<file path="config.mk">
export PLATFORM = sky130hd
export DESIGN_NAME = uart_rx_fifo
export DESIGN_NICKNAME = d
export VERILOG_FILES = /design/src/rtl/uart_rx_fifo.sv
export SDC_FILE = /design/constraint.sdc
export NUM_CORES = 1
export LEC_CHECK = 0
export CAP_MARGIN = 20
export CORE_ASPECT_RATIO = 1.25
export CORE_MARGIN = 5
export CORE_UTILIZATION = 35
export DETAILED_ROUTE_END_ITERATION = 16
export SYNTH_ARGS = -nofsm -noshare
export SYNTH_HDL_FRONTEND = slang
export SYNTH_SLANG_ARGS = --single-unit
</file>
<file path="constraint.sdc">
create_clock -name i_Clk -period 3.1 [get_ports i_Clk]
set_input_delay 0.62 -clock i_Clk [delete_from_list [all_inputs] [get_ports i_Clk]]
set_output_delay 0.62 -clock i_Clk [all_outputs]
set_load 0.02 [all_outputs]
</file>
<file path="src/rtl/uart_rx_fifo.sv">
// Receive-side byte buffer behind the UART receiver.
// Circular store with first-word-fall-through read port and sticky overflow.
module uart_rx_fifo #(
  parameter int DATA_WIDTH = 8,
  parameter int DEPTH_LOG2 = 4
) (
  input  logic                  i_Clk,
  input  logic                  i_Rst,
  input  logic                  i_RX_DV,
  input  logic [DATA_WIDTH-1:0] i_RX_Byte,
  input  logic                  i_Clear,
  input  logic                  i_Rd_Ready,
  output logic                  o_Rd_Valid,
  output logic [DATA_WIDTH-1:0] o_Rd_Data,
  output logic [DEPTH_LOG2:0]   o_Count,
  output logic                  o_Full,
  output logic                  o_Empty,
  output logic                  o_Overflow,
  input  logic                  i_Overflow_Clr
);

  localparam int DEPTH = 1 << DEPTH_LOG2;

  logic [DATA_WIDTH-1:0] r_Mem [DEPTH];
  logic [DEPTH_LOG2:0]   r_Wr_Ptr;
  logic [DEPTH_LOG2:0]   r_Rd_Ptr;
  logic                  r_Overflow;

  logic [DEPTH_LOG2-1:0] w_Wr_Addr;
  logic [DEPTH_LOG2-1:0] w_Rd_Addr;
  logic                  w_Wrap_Diff;
  logic                  w_Full;
  logic                  w_Empty;
  logic                  w_Rd_Fire;
  logic                  w_Wr_Fire;
  logic                  w_Ovf_Set;

  assign w_Wr_Addr   = r_Wr_Ptr[DEPTH_LOG2-1:0];
  assign w_Rd_Addr   = r_Rd_Ptr[DEPTH_LOG2-1:0];
  assign w_Wrap_Diff = r_Wr_Ptr[DEPTH_LOG2] ^ r_Rd_Ptr[DEPTH_LOG2];
  assign w_Full      = w_Wrap_Diff && (w_Wr_Addr == w_Rd_Addr);
  assign w_Empty     = (r_Wr_Ptr == r_Rd_Ptr);

  // A read frees a slot this edge, so a write to a full buffer still fits.
  assign w_Rd_Fire = !w_Empty && i_Rd_Ready;
  assign w_Wr_Fire = i_RX_DV && (!w_Full || w_Rd_Fire);
  assign w_Ovf_Set = i_RX_DV && w_Full && !w_Rd_Fire;

  always_ff @(posedge i_Clk) begin
    if (w_Wr_Fire && !i_Clear) begin
      r_Mem[w_Wr_Addr] <= i_RX_Byte;
    end
  end

  always_ff @(posedge i_Clk or posedge i_Rst) begin
    if (i_Rst) begin
      r_Wr_Ptr <= '0;
      r_Rd_Ptr <= '0;
    end else if (i_Clear) begin
      r_Wr_Ptr <= '0;
      r_Rd_Ptr <= '0;
    end else begin
      if (w_Wr_Fire) begin
        r_Wr_Ptr <= r_Wr_Ptr + 1'b1;
      end
      if (w_Rd_Fire) begin
        r_Rd_Ptr <= r_Rd_Ptr + 1'b1;
      end
    end
  end

  // Set beats clear so a coincident drop is never lost.
  always_ff @(posedge i_Clk or posedge i_Rst) begin
    if (i_Rst) begin
      r_Overflow <= 1'b0;
    end else if (i_Clear) begin
      r_Overflow <= 1'b0;
    end else if (w_Ovf_Set) begin
      r_Overflow <= 1'b1;
    end else if (i_Overflow_Clr) begin
      r_Overflow <= 1'b0;
    end
  end

  assign o_Rd_Data  = r_Mem[w_Rd_Addr];
  assign o_Rd_Valid = !w_Empty;
  assign o_Empty    = w_Empty;
  assign o_Full     = w_Full;
  assign o_Count    = r_Wr_Ptr - r_Rd_Ptr;
  assign o_Overflow = r_Overflow;

endmodule

</file>
Word level (Yosys, flattened, before mapping)
Memories as Yosys holds them, arrays and structs flattened. Index checks and enable logic that the tools add are counted.

Flip-flop bits (word level): 11. Output and inout bits: 17. Memory bits (writable): 128. Word-level logic and storage cells: 33. Bits of input ports: 14. Memories: 1.

Memory list: r_Mem (words 16, width 8, read ports 1, clocked after memory_dff 0, wr ports 1, line 24) `logic [DATA_WIDTH-1:0] r_Mem [DEPTH];`.

Equal/unequal tests: 2. Multiplexer cells: 9. Reductions and logical operators: 14. Bitwise gates (word level): 1. Add/subtract/negate cells: 3.

Operators by type and width (number): 2-to-1 mux 5 bit (4); adder 5 x 1 -> 5 bit (second input constant) (2); logical AND 1 bit (6); equality test 5 bit (1); 2-to-1 mux 1 bit (5); subtractor 5 bit (1); equality test 4 bit (1); logical NOT 1 bit (4); nonzero test 2 bit (2); nonzero test 3 bit (1); logical OR 1 bit (1); XOR 1 bit (1).

Depth between registers and ports, before layout
Word-level depth: 8. Depth in mapped cells: 9. Gate-level depth less buffers: 7.

Worst setup path before layout
Ideal clock, no wire load.

Kind: register to register. From: register r_Rd_Ptr[1]. To: memory r_Mem[5][0] (enable). Arrival time: 2.450 ns. Period minus slack after synthesis: 2.820 ns. Required time: 2.730 ns. Buffers on the path: 3. Slack: 0.280 ns. Library setup time: 0.370 ns. Cell stages (with the launch flop): 10. Cell sequence: dfrtp_1 -> buf_2 -> buf_1 -> inv_1 -> ha_1 -> nand4_1 -> o31ai_2 -> buf_6 -> or3b_4 -> nor2_1.

Longest elaborated chain between the ends: 8. Elaborated cells on any way between the ends: 11. Classes of those cells: eq/ne (2); mux (2); reduce/logical (7).

Ends and longest elaborated chain: start: declaration (line 26) `logic [DEPTH_LOG2:0] r_Rd_Ptr;`; start signal: assignment (line 67) `r_Rd_Ptr <= r_Rd_Ptr + 1'b1;`; equality test 5 bit or equality test 4 bit (tied branches) (line 42, 41); logical NOT 1 bit or logical AND 1 bit (tied branches) (line 45, 41); logical AND 1 bit or logical NOT 1 bit (tied branches) (line 45, 46); logical OR 1 bit (*) (line 46) `assign w_Wr_Fire = i_RX_DV && (!w_Full || w_Rd_Fire);`; logical AND 1 bit (*) (line 46); logical AND 1 bit (*) (line 50) `if (w_Wr_Fire && !i_Clear) begin`; 2-to-1 mux 1 bit (*) (line 50); 2-to-1 mux 1 bit (implied by the code) (*) (line 51) `r_Mem[w_Wr_Addr] <= i_RX_Byte;`; end: declaration (line 24).

Mark *: on every way between the ends. The rest lies on a longest branch, timed or not.

Worst setup path after layout
From: register r_Rd_Ptr[0]. To: output port o_Rd_Data[6].

Longest elaborated chain between the ends: 1.

Ends and longest elaborated chain: memory (16 x 8 bit); end: declaration (line 14) `output logic [DATA_WIDTH-1:0] o_Rd_Data,`.

No other way between the ends.

==> results.sh <==
export IMPL_status="complete, no violations"
export IMPL_clockRootBuffer="clkbuf_16"
export IMPL_synth_nets=342
export IMPL_syn_inst=318
export IMPL_fp_row_count=52
export IMPL_r2r_start="r_Wr_Ptr[0]"
export IMPL_htreeDepth=4
export IMPL_grt_usage=0.141
export IMPL_power_density_nw_per_um2=671
export IMPL_grt_pass1_wl_mm=20.0
export IMPL_pin_count=31
export IMPL_r2r_end="r_Mem[0][0]"
export IMPL_finClkSkew_ns=0.00709
export IMPL_die_area_um2=19100
export IMPL_synthDistinctLibCells=39
export IMPL_fillers=1381
export IMPL_start_util=0.356
export IMPL_routed_via_density=4.98
export IMPL_finalPower_uw=4780
export IMPL_async_reset_ff_frac=0.0791
export IMPL_area_delta_synth_final_pct=23.6
export IMPL_end_kind="output pin"
export IMPL_arrival_ns=2.43
export IMPL_cts_hold_buf=0
export IMPL_ant_nets=0
export IMPL_power_leakage_uw=0.00244
export IMPL_fin_crit_ns=3.05
export IMPL_cp_max_fo=8
export IMPL_routabilityCongestion=0.797
export IMPL_final_seq_area_um2=4120
export IMPL_synth_seq_cells=139
export IMPL_setup_tns_ns=0
export IMPL_critPathCapture="o_Rd_Data[6]"
export IMPL_slowest_stage="clkdlybuf4s50_1"
export IMPL_rsz0062_at_grt="yes"
export IMPL_crit_type="flip-flop to output pin"
export IMPL_die_w_um=125
export IMPL_layout_drive_gt1_share=0.249
export IMPL_reg2reg_slack_ns=0.33
export IMPL_antenna_cells=0
export IMPL_syn_avg_cell_area_um2=18.1
export IMPL_synth_edf_count=128
export IMPL_ys_warn_count=0
export IMPL_drv_slew=0
export IMPL_cts_buffers=17
export IMPL_io_buffers=30
export IMPL_final_nets=409
export IMPL_fin_hold_ws_ns=0.520
export IMPL_synth_ff_type="edfxtp_1"
export IMPL_die_height_um=153
export IMPL_setup_viol=0
export IMPL_clkLatencyLatePin_ns=0.41
export IMPL_path_cells="buf_4 -> nor2b_2 -> a22oi_1 -> a32oi_1 -> o21ai_1 -> clkdlybuf4s50_1"
export IMPL_rr_worst_depth=7
export IMPL_wl_per_cell_um=20.6
export IMPL_grt_overflow=0
export IMPL_syn_area_um2=5760
export IMPL_grt_pass1_vias=3326
export IMPL_relSlewSlack=0.339
export IMPL_worstSetupStartpoint="r_Rd_Ptr[0]"
export IMPL_routed_wirelength_mm=12.6
export IMPL_maxCapViolCount=0
export IMPL_period_share=0.985
export IMPL_clock_sinks=139
export IMPL_grt_max_degree=28
export IMPL_startpoint_type="flip-flop"
export IMPL_core_area_um2=16200
export IMPL_slowest_delay_ns=0.54
export IMPL_crit_required_ns=2.48
export IMPL_num_vias=3057
export IMPL_worst_pin_slew_ns=0.987
export IMPL_hold_class="input pin to async pin"
export IMPL_drt_pass1_iter_count=4
export IMPL_cts_buffer_depth=2
export IMPL_antenna_found_initial=0
export IMPL_drc=0
export IMPL_cts_reportedPaths_clkPinSlew_ns=0.06
export IMPL_multi_input_area_um2=1550
export IMPL_cts_tree="done"
export IMPL_yosysSeqAreaShare=0.715
export IMPL_finalHoldViolations=0
export IMPL_fmax_mhz=328
export IMPL_drt_initial_drc_count=300
export IMPL_peakVddDrop_mv=0.434
export IMPL_dp_hpwl_mm=8.51
==> flip-flops by register name, indices dropped and copies added, names as in the netlist <==
| name | cells |
|---|---|
| r_Rd_Ptr | 5 |
| r_Wr_Ptr | 5 |
| r_Mem | 128 |
| o_Overflow | 1 |
==> worst min-delay path by stage <==
| stage | startpoint | end | slack, ns | cells after the start |
|---|---|---|---|---|
| floorplan | i_Rst | o_Overflow | 0.47 | 1 |
| global placement | r_Wr_Ptr[4] | r_Wr_Ptr[4] | 0.61 | 2 |
| detailed placement | r_Rd_Ptr[4] | r_Rd_Ptr[4] | 0.62 | 2 |
| CTS | i_Rst | o_Overflow | 0.53 | 2 |
| global route | i_Rst | o_Overflow | 0.57 | 2 |
| finish | i_Rst | r_Wr_Ptr[0] | 0.52 | 2 |
==> worst max-delay path, delay by kind of cell (launching register included) <==
kind	cells	cell delay [ns]
buf+inv	2	0.70
flops	1	0.48
compound gates	3	0.51
simple gates	1	0.32
==> synth_stat cells, types with 5 or more instances <==
cell type	instances	area (um2)
a32oi_1	8	70.1
a22oi_1	8	60.1
dfrtp_1	11	275
inv_1	9	33.8
xnor2_1	6	52.6
nor2_1	22	82.6
mux2i_1	26	260
edfxtp_1	128	3840
o21ai_1	8	40.0
ha_1	9	113
mux4_2	24	541
a21oi_1	6	30.0
nor3_1	5	25.0
==> routing by layer <==
layer / up-vias / global-route usage / part of all wire
met3: 16 / 0.0384 / 0.056
met1: 1537 / 0.181 / 0.43
met4: 0 / 0.0444 / 0.013
met2: 99 / 0.232 / 0.50
met5: - / 0 / 0
li1: 1405 / - / -
==> logic make-up (layout without fill, tap and decap cells) <==
family | after synthesis | after routing | synth area share
AND/OR/NAND/NOR | 45 | 45 | 0.0384
AO/OA/AOI/OAI | 40 | 40 | 0.0486
buffers and inverters | 24 | 104 | 0.0198
flip-flops | 139 | 139 | 0.715
adder cells (fa/ha/maj) | 10 | 10 | 0.0230
multiplexers | 50 | 50 | 0.139
XOR/XNOR | 10 | 10 | 0.0165
==> layout by cell type (no fill, tap or decap), types with 3 or more instances in the layout <==
master           instances
clkinvlp_4               4
or3_1                    4
a22oi_1                  8
dfrtp_2                  3
nand2b_1                 4
xnor2_1                  6
inv_1                    9
dlygate4sd2_1            6
clkdlybuf4s50_1         19
ha_1                     9
o21ai_0                  4
buf_4                   28
mux2i_2                  4
nor2_1                  22
o21ai_1                  8
dlymetal6s2s_1           5
nor3_1                   5
dfrtp_1                  8
a21oi_1                  6
a32oi_1                  8
mux4_2                  24
mux2i_1                 22
clkinv_4                 3
xor2_1                   3
edfxtp_1               128
clkbuf_16               17
==> per-stage QoR <==
stage,instances,util,worst slack (ns),cell area (um2)
3_5_place_dp,576,0.399,0.266,6460
5_1_grt,614,0.440,-0.0217,7130
2_1_floorplan,318,-,0.280,5760
4_1_cts,614,0.438,0.000251,7100
6_report,614,0.440,0.0480,7130
3_3_place_gp,576,0.399,0.280,6460
==> cell type report <==
class | count | share of cell area
Timing Repair Buffer | 61 | 0.0795
Tap cell | 216 | 0.0379
Multi-Input combinational cell | 155 | 0.217
Inverter | 11 | 0.00579
Sequential cell | 139 | 0.579
Clock buffer | 19 | 0.0608
Clock inverter | 13 | 0.0202
==> report_power, final <==
group	switching, uW	total [uW]	internal, uW
Sequential	21.4	2090	2070
Clock	758	1950	1190
Combinational	372	741	369
Total	1150	4780	3630
==> what timing repair did <==
item,CTS,global route
setup endpoints to repair,11,6
pin swaps,1,0
gates resized for setup,12,9
setup buffers,6,0
Note: power is estimated with default switching activity, not from simulation.
